$ cat src/rtl/rr_arb_pkg.sv
// Shared types, default sizes and the one-hot-to-index helper for the round-robin grant arbiter.
package rr_arb_pkg;

    typedef enum logic [1:0] {
        IDLE = 2'd0,
        BUSY = 2'd1,
        GAP  = 2'd2
    } state_t;

    localparam int DEF_N_REQ          = 8;
    localparam int DEF_TIMEOUT_CYCLES = 256;

    // Widest request vector the helper accepts; callers zero-extend.
    localparam int MAX_REQ  = 32;
    localparam int MAX_ID_W = 5;

    function automatic logic [MAX_ID_W-1:0] onehot_to_idx(input logic [MAX_REQ-1:0] oh);
        logic [MAX_ID_W-1:0] idx;
        idx = '0;
        for (int i = 0; i < MAX_REQ; i++) begin
            if (oh[i]) begin
                idx = idx | MAX_ID_W'(i);
            end
        end
        return idx;
    endfunction

endpackage

$ cat src/rtl/mask_prio_pick.sv
// Combinational round-robin pick: lowest request strictly above last_id, else lowest request overall.
module mask_prio_pick
    import rr_arb_pkg::*;
#(
    parameter  int N_REQ = DEF_N_REQ,
    localparam int ID_W  = $clog2(N_REQ)
) (
    input  logic [N_REQ-1:0] req,
    input  logic [ID_W-1:0]  last_id,
    output logic [ID_W-1:0]  pick,
    output logic             any_req
);

    logic [N_REQ-1:0] mask;
    logic [N_REQ-1:0] masked;
    logic [N_REQ-1:0] search;
    logic [N_REQ-1:0] lsb;

    always_comb begin
        mask = '0;
        for (int i = 0; i < N_REQ; i++) begin
            mask[i] = (i > int'(last_id));
        end
    end

    assign masked = req & mask;
    assign search = (masked != '0) ? masked : req;
    // Two's-complement trick isolates the lowest set bit.
    assign lsb     = search & (~search + N_REQ'(1));
    assign pick    = ID_W'(onehot_to_idx(MAX_REQ'(lsb)));
    assign any_req = |req;

endmodule

$ cat src/rtl/rr_grant_arbiter.sv
// Round-robin grant arbiter with held grants and a one-cycle bubble after each release.
// Optional forced-release watchdog is built when ARB_TIMEOUT_EN is defined.
module rr_grant_arbiter
    import rr_arb_pkg::*;
#(
    parameter  int N_REQ          = DEF_N_REQ,
    parameter  int TIMEOUT_CYCLES = DEF_TIMEOUT_CYCLES,
    localparam int ID_W           = $clog2(N_REQ)
) (
    input  logic             clk,
    input  logic             rst_n,
    input  logic [N_REQ-1:0] req,
    input  logic [N_REQ-1:0] done,
    output logic [N_REQ-1:0] gnt,
    output logic [ID_W-1:0]  gnt_id,
    output logic             gnt_valid,
    output logic             timeout_err
);

    if ((N_REQ < 2) || ((N_REQ & (N_REQ - 1)) != 0) || (TIMEOUT_CYCLES < 2)) begin : g_param_check
        $error("rr_grant_arbiter: N_REQ must be a power of 2 >= 2 and TIMEOUT_CYCLES >= 2");
    end

    state_t          state;
    logic [ID_W-1:0] last_id;
    logic [ID_W-1:0] pick;
    logic            any_req;
    logic            natural_rel;
    logic            forced;
    logic            release_now;

    mask_prio_pick #(
        .N_REQ (N_REQ)
    ) u_pick (
        .req     (req),
        .last_id (last_id),
        .pick    (pick),
        .any_req (any_req)
    );

    // Only the owner's done/req lines matter; everything else is ignored while busy.
    assign natural_rel = done[gnt_id] | ~req[gnt_id];

`ifdef ARB_TIMEOUT_EN
    localparam int CNT_W = $clog2(TIMEOUT_CYCLES);
    logic [CNT_W-1:0] hold_cnt;
    assign forced = (hold_cnt == CNT_W'(TIMEOUT_CYCLES - 1));
`else
    assign forced = 1'b0;
`endif

    assign release_now = natural_rel | forced;

    always_ff @(posedge clk or negedge rst_n) begin
        if (!rst_n) begin
            state       <= IDLE;
            last_id     <= ID_W'(N_REQ - 1);
            gnt         <= '0;
            gnt_id      <= '0;
            gnt_valid   <= 1'b0;
            timeout_err <= 1'b0;
`ifdef ARB_TIMEOUT_EN
            hold_cnt    <= '0;
`endif
        end else begin
            timeout_err <= 1'b0;
            case (state)
                IDLE: begin
                    if (any_req) begin
                        gnt       <= N_REQ'(1) << pick;
                        gnt_id    <= pick;
                        gnt_valid <= 1'b1;
                        last_id   <= pick;
                        state     <= BUSY;
`ifdef ARB_TIMEOUT_EN
                        hold_cnt  <= '0;
`endif
                    end
                end
                BUSY: begin
                    if (release_now) begin
                        gnt         <= '0;
                        gnt_id      <= '0;
                        gnt_valid   <= 1'b0;
                        timeout_err <= forced & ~natural_rel;
                        state       <= GAP;
                    end
`ifdef ARB_TIMEOUT_EN
                    else begin
                        hold_cnt <= hold_cnt + CNT_W'(1);
                    end
`endif
                end
                GAP: begin
                    state <= IDLE;
                end
                default: begin
                    state <= IDLE;
                end
            endcase
        end
    end

endmodule

$ cat config.mk
export PLATFORM = sky130hd
export DESIGN_NAME = rr_grant_arbiter
export DESIGN_NICKNAME = d
export VERILOG_FILES = /design/src/rtl/rr_arb_pkg.sv /design/src/rtl/mask_prio_pick.sv /design/src/rtl/rr_grant_arbiter.sv
export SDC_FILE = /design/constraint.sdc
export NUM_CORES = 1
export LEC_CHECK = 0
export ABC_AREA = 1
export ABC_CLOCK_PERIOD_IN_PS = 2000
export CAP_MARGIN = 25
export CORE_ASPECT_RATIO = 0.7
export CORE_MARGIN = 4
export CORE_UTILIZATION = 45
export CTS_CLUSTER_SIZE = 40
export DETAILED_ROUTE_END_ITERATION = 10
export GPL_TIMING_DRIVEN = 1
export PLACE_DENSITY = 0.76
export SYNTH_ARGS = -nofsm -noshare
export SYNTH_HDL_FRONTEND = slang
export SYNTH_SLANG_ARGS = --single-unit
$ cat constraint.sdc
create_clock -name clk -period 2 [get_ports clk]
set_clock_uncertainty 0.05 [all_clocks]
set_input_delay 0.4 -clock clk [delete_from_list [all_inputs] [get_ports clk]]
set_output_delay 0.4 -clock clk [all_outputs]
set_load 0.005 [all_outputs]
After elaboration in Yosys (flattened, before gate mapping) --
Cells that the tools add are included.
Cells by class: equality and inequality tests 3, multiplexer cells 24, $add $sub $neg 1, order comparisons 8, shift-type cells 1, reduce and logical (&&, ||, !) cells 7, bitwise logic cells 5
Operator list (count):
- $mux 8 | 3
- $mux 3 | 6
- $and 8x8->8 | 2
- $pmux 8 s2 | 1
- $gt 3x3->1 const A | 4
- $add 8x1->8 const B | 1
- $mux 2 | 4
- $not 8->8 | 1
- $reduce_bool 8->1 | 1
- $reduce_or 8->1 | 1
- $shl 1x3->8 const A | 1
- $bmux 1 s3 | 2
- $gt 2x3->1 const A | 2
- $pmux 3 s2 | 1
- $mux 1 | 5
- $lt 3x4->1 const B | 1
- $ne 2x2->1 const B | 2
- $pmux 2 s2 | 1
- $reduce_and 2->1 | 2
- $gt 1x3->1 const A | 1
- $reduce_and 3->1 | 1
- $eq 2x1->1 const B | 1
- $logic_not 2->1 | 1
- $pmux 1 s2 | 1
- 3 further kinds | 3
Word-level totals: flip-flop bits (word level) 17, word-level logic and storage cells 54, output and inout port bits 13

Logic depth before layout (Yosys ltp) --
word-level depth 17, mapped depth 16

Cells and area by module --
A second synthesis with hierarchy kept.
Second synthesis, totals: cells, all modules 164, area, all modules 1116.1 µm²
By module, submodules not included:
- rr_grant_arbiter | instances 1, cells an instance 106, area an instance 838.3 µm²
- mask_prio_pick | instances 1, cells an instance 58, area an instance 277.8 µm²

Worst setup path after synthesis --
No wires, ideal clock.
path type register to register, start point register last_id[1], end point register gnt_id[0], setup slack 0.275 ns, required time 1.824 ns, arrival time 1.549 ns, cell stages (with the launch flop) 12, cells stage by stage dfstp_2 -> nand2_1 -> nand3_2 -> nand2_1 -> nor2_4 -> nand2_4 -> nor2_4 -> nor2_4 -> nand4_1 -> nand2_1 -> o21ai_1 -> o21ai_1
On the way: longest elaborated chain between the ends 16
Ends and longest elaborated chain:
- from (decl) | RTL line rr_grant_arbiter.sv:25 | logic [ID_W-1:0] last_id;
- from (signal assigned) | RTL line rr_grant_arbiter.sv:57 | last_id <= ID_W'(N_REQ - 1);
- from (signal assigned) | RTL line rr_grant_arbiter.sv:73 | last_id <= pick;
- $gt 1x3->1, or another cell as far along | RTL line mask_prio_pick.sv:22 | mask[i] = (i > int'(last_id));
- $and 8x8->8 (*) | RTL line mask_prio_pick.sv:26 | assign masked = req & mask;
- $reduce_bool 8->1 | RTL line mask_prio_pick.sv:27 | assign search = (masked != '0) ? masked : req;
- $mux 8 (*) | RTL line mask_prio_pick.sv:27
- $not 8->8 | RTL line mask_prio_pick.sv:29 | assign lsb = search & (~search + N_REQ'(1));
- $add 8x1->8 | RTL line mask_prio_pick.sv:29
- $and 8x8->8 (*) | RTL line mask_prio_pick.sv:29
- $mux 1 | RTL line rr_arb_pkg.sv:21 | if (oh[i]) begin
- $mux 2 (2 in a row) | RTL line rr_arb_pkg.sv:21
- $mux 3 (3 in a row) | RTL line rr_arb_pkg.sv:21
- $mux 3 (*) | RTL line rr_arb_pkg.sv:21
- $mux 3 (*) | RTL line rr_grant_arbiter.sv:69 | if (any_req) begin
- $pmux 3 s2 (*) | RTL line rr_grant_arbiter.sv:67 | case (state)
- to (signal assigned) | RTL line rr_grant_arbiter.sv:71 | gnt_id <= pick;
- to (decl) | RTL line rr_grant_arbiter.sv:15 | output logic [ID_W-1:0] gnt_id,
Every way passes the cells marked *; elsewhere a longest branch is shown, timed or not. The select of a mux whose other input is x is not followed. A chain may end at the register's enable or synchronous reset.

Worst setup path in the final report --
start point input port req[6], end point register gnt[0]
On the way: longest elaborated chain between the ends 16
Ends and longest elaborated chain:
- from (decl) | RTL line rr_grant_arbiter.sv:12 | input logic [N_REQ-1:0] req,
- $and 8x8->8 | RTL line mask_prio_pick.sv:26
- $reduce_bool 8->1 | RTL line mask_prio_pick.sv:27
- $mux 8 | RTL line mask_prio_pick.sv:27
- $not 8->8 | RTL line mask_prio_pick.sv:29
- $add 8x1->8 | RTL line mask_prio_pick.sv:29
- $and 8x8->8 | RTL line mask_prio_pick.sv:29
- $mux 1 | RTL line rr_arb_pkg.sv:21
- $mux 2 (2 in a row) | RTL line rr_arb_pkg.sv:21
- $mux 3 (4 in a row) | RTL line rr_arb_pkg.sv:21
- $shl 1x3->8 | RTL line rr_grant_arbiter.sv:70 | gnt <= N_REQ'(1) << pick;
- $mux 8 | RTL line rr_grant_arbiter.sv:69
- $pmux 8 s2 | RTL line rr_grant_arbiter.sv:67
- to (signal assigned) | RTL line rr_grant_arbiter.sv:70
- to (decl) | RTL line rr_grant_arbiter.sv:14 | output logic [N_REQ-1:0] gnt,
Parallel ways exist; a longest one is shown, timed or not. The select of a mux whose other input is x is not followed.

==> flow_summary.ini <==
[place]
dp.cells = 230
gp_congestion = 0.853
port_buffers = 29
dpl-instance-area_mm2 = 0.00160
dp.final_hpwl_um = 2400
dp_worst_setup_slack_ps = -288

[pwr]
combPwrFrac_pct = 65.8
switchingPower_w = 0.00104
ir_drop_v = 0.000847
p_clk_share_pct = 8.0
p_seq_share_pct = 26.3
p_int_w = 0.00130
p_leak_nw = 0.857
sw_frac_of_total_pct = 44.5
cellPowerDensity_mw_per_mm2 = 1350

[worst_setup_path]
cp.arrival_ps = 2150
reg2reg_slack_ps = 20
end_kind = register
critPathMaxFanout = 5
crit_path_start_kind = input port
r2r_end = gnt_id[1]
crit_required_ps = 2140
r2r.worst_path.cells = 15
crit_path_start = req[6]
worstSetupEndpoint = gnt[0]
path_class = in -> reg
r2r_start = last_id[2]

[status]
failed_checks = setup timing
status = finished with violations

[final_layout]
final_cells = 242
syn2layout_area_growth_pct = 53.7
nFillCells = 159
diodes = 0
drive_gt1_share_pct = 32.4
multiInputGateArea_um2 = 657
fin_nets = 229
finalInstanceArea_mm2 = 0.00173
regArea_um2 = 429

[clock_tree]
path_clk_slew_ps = 100
cts_inserted_buffers = 3
cts_root_buffer = clkbuf_4
cts_tree = done
h-tree-depth = 1
cts.sinks = 17
insertion_delay_ps = 290
hold_buffers = 0
clockBufferDepth = 2

[timing]
finalSetupViolations = 1
whs_ps = 370
rsz0062_at_grt = true
period_share_pct = 101
hold_viol_final = 0
fmax_ghz = 0.496
layout_min_cycle_time_ps = 2010
setup_ws_ps = -14.3
slew_violations = 0

[logic_synthesis]
synthMuxAreaShare_pct = 0
synthTopCellsByArea = dfrtp_1 31%, nand2_1 15%, dfstp_2 7.0%
synth-simple-area-share_pct = 43.1
post-synth-top-count-cell = nand2_1
synthAdderAreaFrac_pct = 0
yosys-top-cells-count = 44 x nand2_1, 15 x inv_1, 15 x nand3_1
synth_top_family_by_area = simple AND/OR/NAND/NOR gates
synth_edf_count = 0
synth-compound-area-share_pct = 10.9
synth_ff_type = dfrtp_1
syn_area_per_cell_um2 = 7.42
yosysTopAreaCell = dfrtp_1
ys_warn_count = 0
synth-xor-area-share_pct = 0
yosysSeqAreaShare_pct = 38.0
synthesis.area_mm2 = 0.00113
async_flop_share_pct = 100
synth_nets = 170
ys_ff_latch = 17
synthCells = 152
ys_types = 25
synth_top_cell_area_share_pct = 31.0

[global_route]
grt_overflow_total = 0
grt_pass1_vias = 1147
grt_first_pass_wirelength_um = 5110
grtUsageTotal_pct = 19.7
grt_max_degree = 18
antenna_found_initial = 0

[routing]
drt-vias-per-instance = 5.14
vias = 1244
wire_per_inst_um = 13.0
drtIter0Drc = 64
wirelength_um = 3150
ant_nets = 0
drc_errors = 0
first_pass_iters = 4

[die]
fp.dieH_um = 49.9
chipWidth_um = 67.9
rows = 14
coreArea_mm2 = 0.00226
pin_count = 31
start_util_pct = 49.9
dieArea_mm2 = 0.00339

[worst_hold_path]
min-delay-path-class = in -> async

[flow_run]
cap_violations = 0
-- layer usage --
layer | track usage (%) | routed length (um) | vias up
met5 | 0 | 0 | -
met4 | 2.64 | 14 | 0
met3 | 5.45 | 262 | 2
met2 | 31.2 | 1490 | 54
met1 | 27.2 | 1390 | 574
li1 | - | - | 614
-- cell usage in the layout (no fill, tap or decap), drive strengths merged --
cell           Yosys  layout
nand2             54      54
clkdlybuf4s50      0      27
buf                2      27
inv               19      19
nand3             18      18
dfrtp             14      14
nor2              14      14
o21ai             11      11
clkbuf             0       4
o31ai              3       3
o221ai             3       3
nand4              3       3
dfstp              3       3
nor3               2       2
nor4               2       2
dlymetal6s2s       0       2
o211ai             1       1
and2               1       1
o21bai             1       1
conb               1       1
-- what timing repair did --
action,CTS,global route
setup buffers,0,8
gates resized for setup,0,16
endpoints found under the setup margin,0,10
-- registers in the layout, indices dropped and copies added, names as in the netlist --
name	count
gnt	8
gnt_id	3
gnt_valid	1
last_id	3
state	2
-- worst min-delay path by stage --
stage | startpoint | cells after the start | slack (ps) | endpoint
after floorplan | rst_n | 0 | 50 | gnt[0]
final | rst_n | 2 | 370 | gnt[1]
after detailed placement | gnt_valid | 2 | 410 | gnt_valid
after global routing | rst_n | 2 | 380 | gnt[1]
after global placement | gnt_valid | 2 | 410 | gnt_valid
after CTS | rst_n | 2 | 370 | gnt[1]
-- power by group through the flow --
stage / registers (W) / logic [W] / clock network, W
5_1_grt: 0.000632 / 0.00171 / 0.000213
6_report: 0.000615 / 0.00154 / 0.000186
4_1_cts: 0.000604 / 0.00137 / 0.000192
3_3_place_gp: 0.000610 / 0.00133 / 0
3_5_place_dp: 0.000609 / 0.00136 / 0
2_1_floorplan: 0.000589 / 0.000795 / 0
-- cell type report --
type                            count  area share [%]
Tap cell                           32            2.31
Inverter                           19            4.11
Sequential cell                    17            24.7
Timing Repair Buffer               56            29.4
Clock buffer                        4            1.52
Multi-Input combinational cell    114            37.9
-- logic make-up (layout without fill, tap and decap cells) --
kind of cell    count (synthesis)  count (layout)
simple gates                   94              94
other cells                     1               1
buf+inv                        21              79
compound gates                 19              19
flops                          17              17
-- worst max-delay path: stages --
cell	delay, ps
clkdlybuf4s50_1	580
nand2_1	90
nand2_2	120
nor2_8	50
nand2_4	90
nand2_2	60
nand2_4	80
inv_2	50
nor2_2	140
nand2_1	70
nand2_1	60
nand2_1	80
buf_4	150
nand3_1	80
nand2_1	50
-- through the flow --
stage / utilization [%] / total power, W / setup TNS (ps)
6_report: 76.7 / 0.00234 / -14.3
5_1_grt: 76.7 / 0.00256 / -383
4_1_cts: 71.9 / 0.00216 / 0
3_5_place_dp: 70.8 / 0.00197 / -2300
3_3_place_gp: 70.8 / 0.00194 / -1320
2_1_floorplan: - / 0.00138 / 0
(Power assumes the default switching activity.)
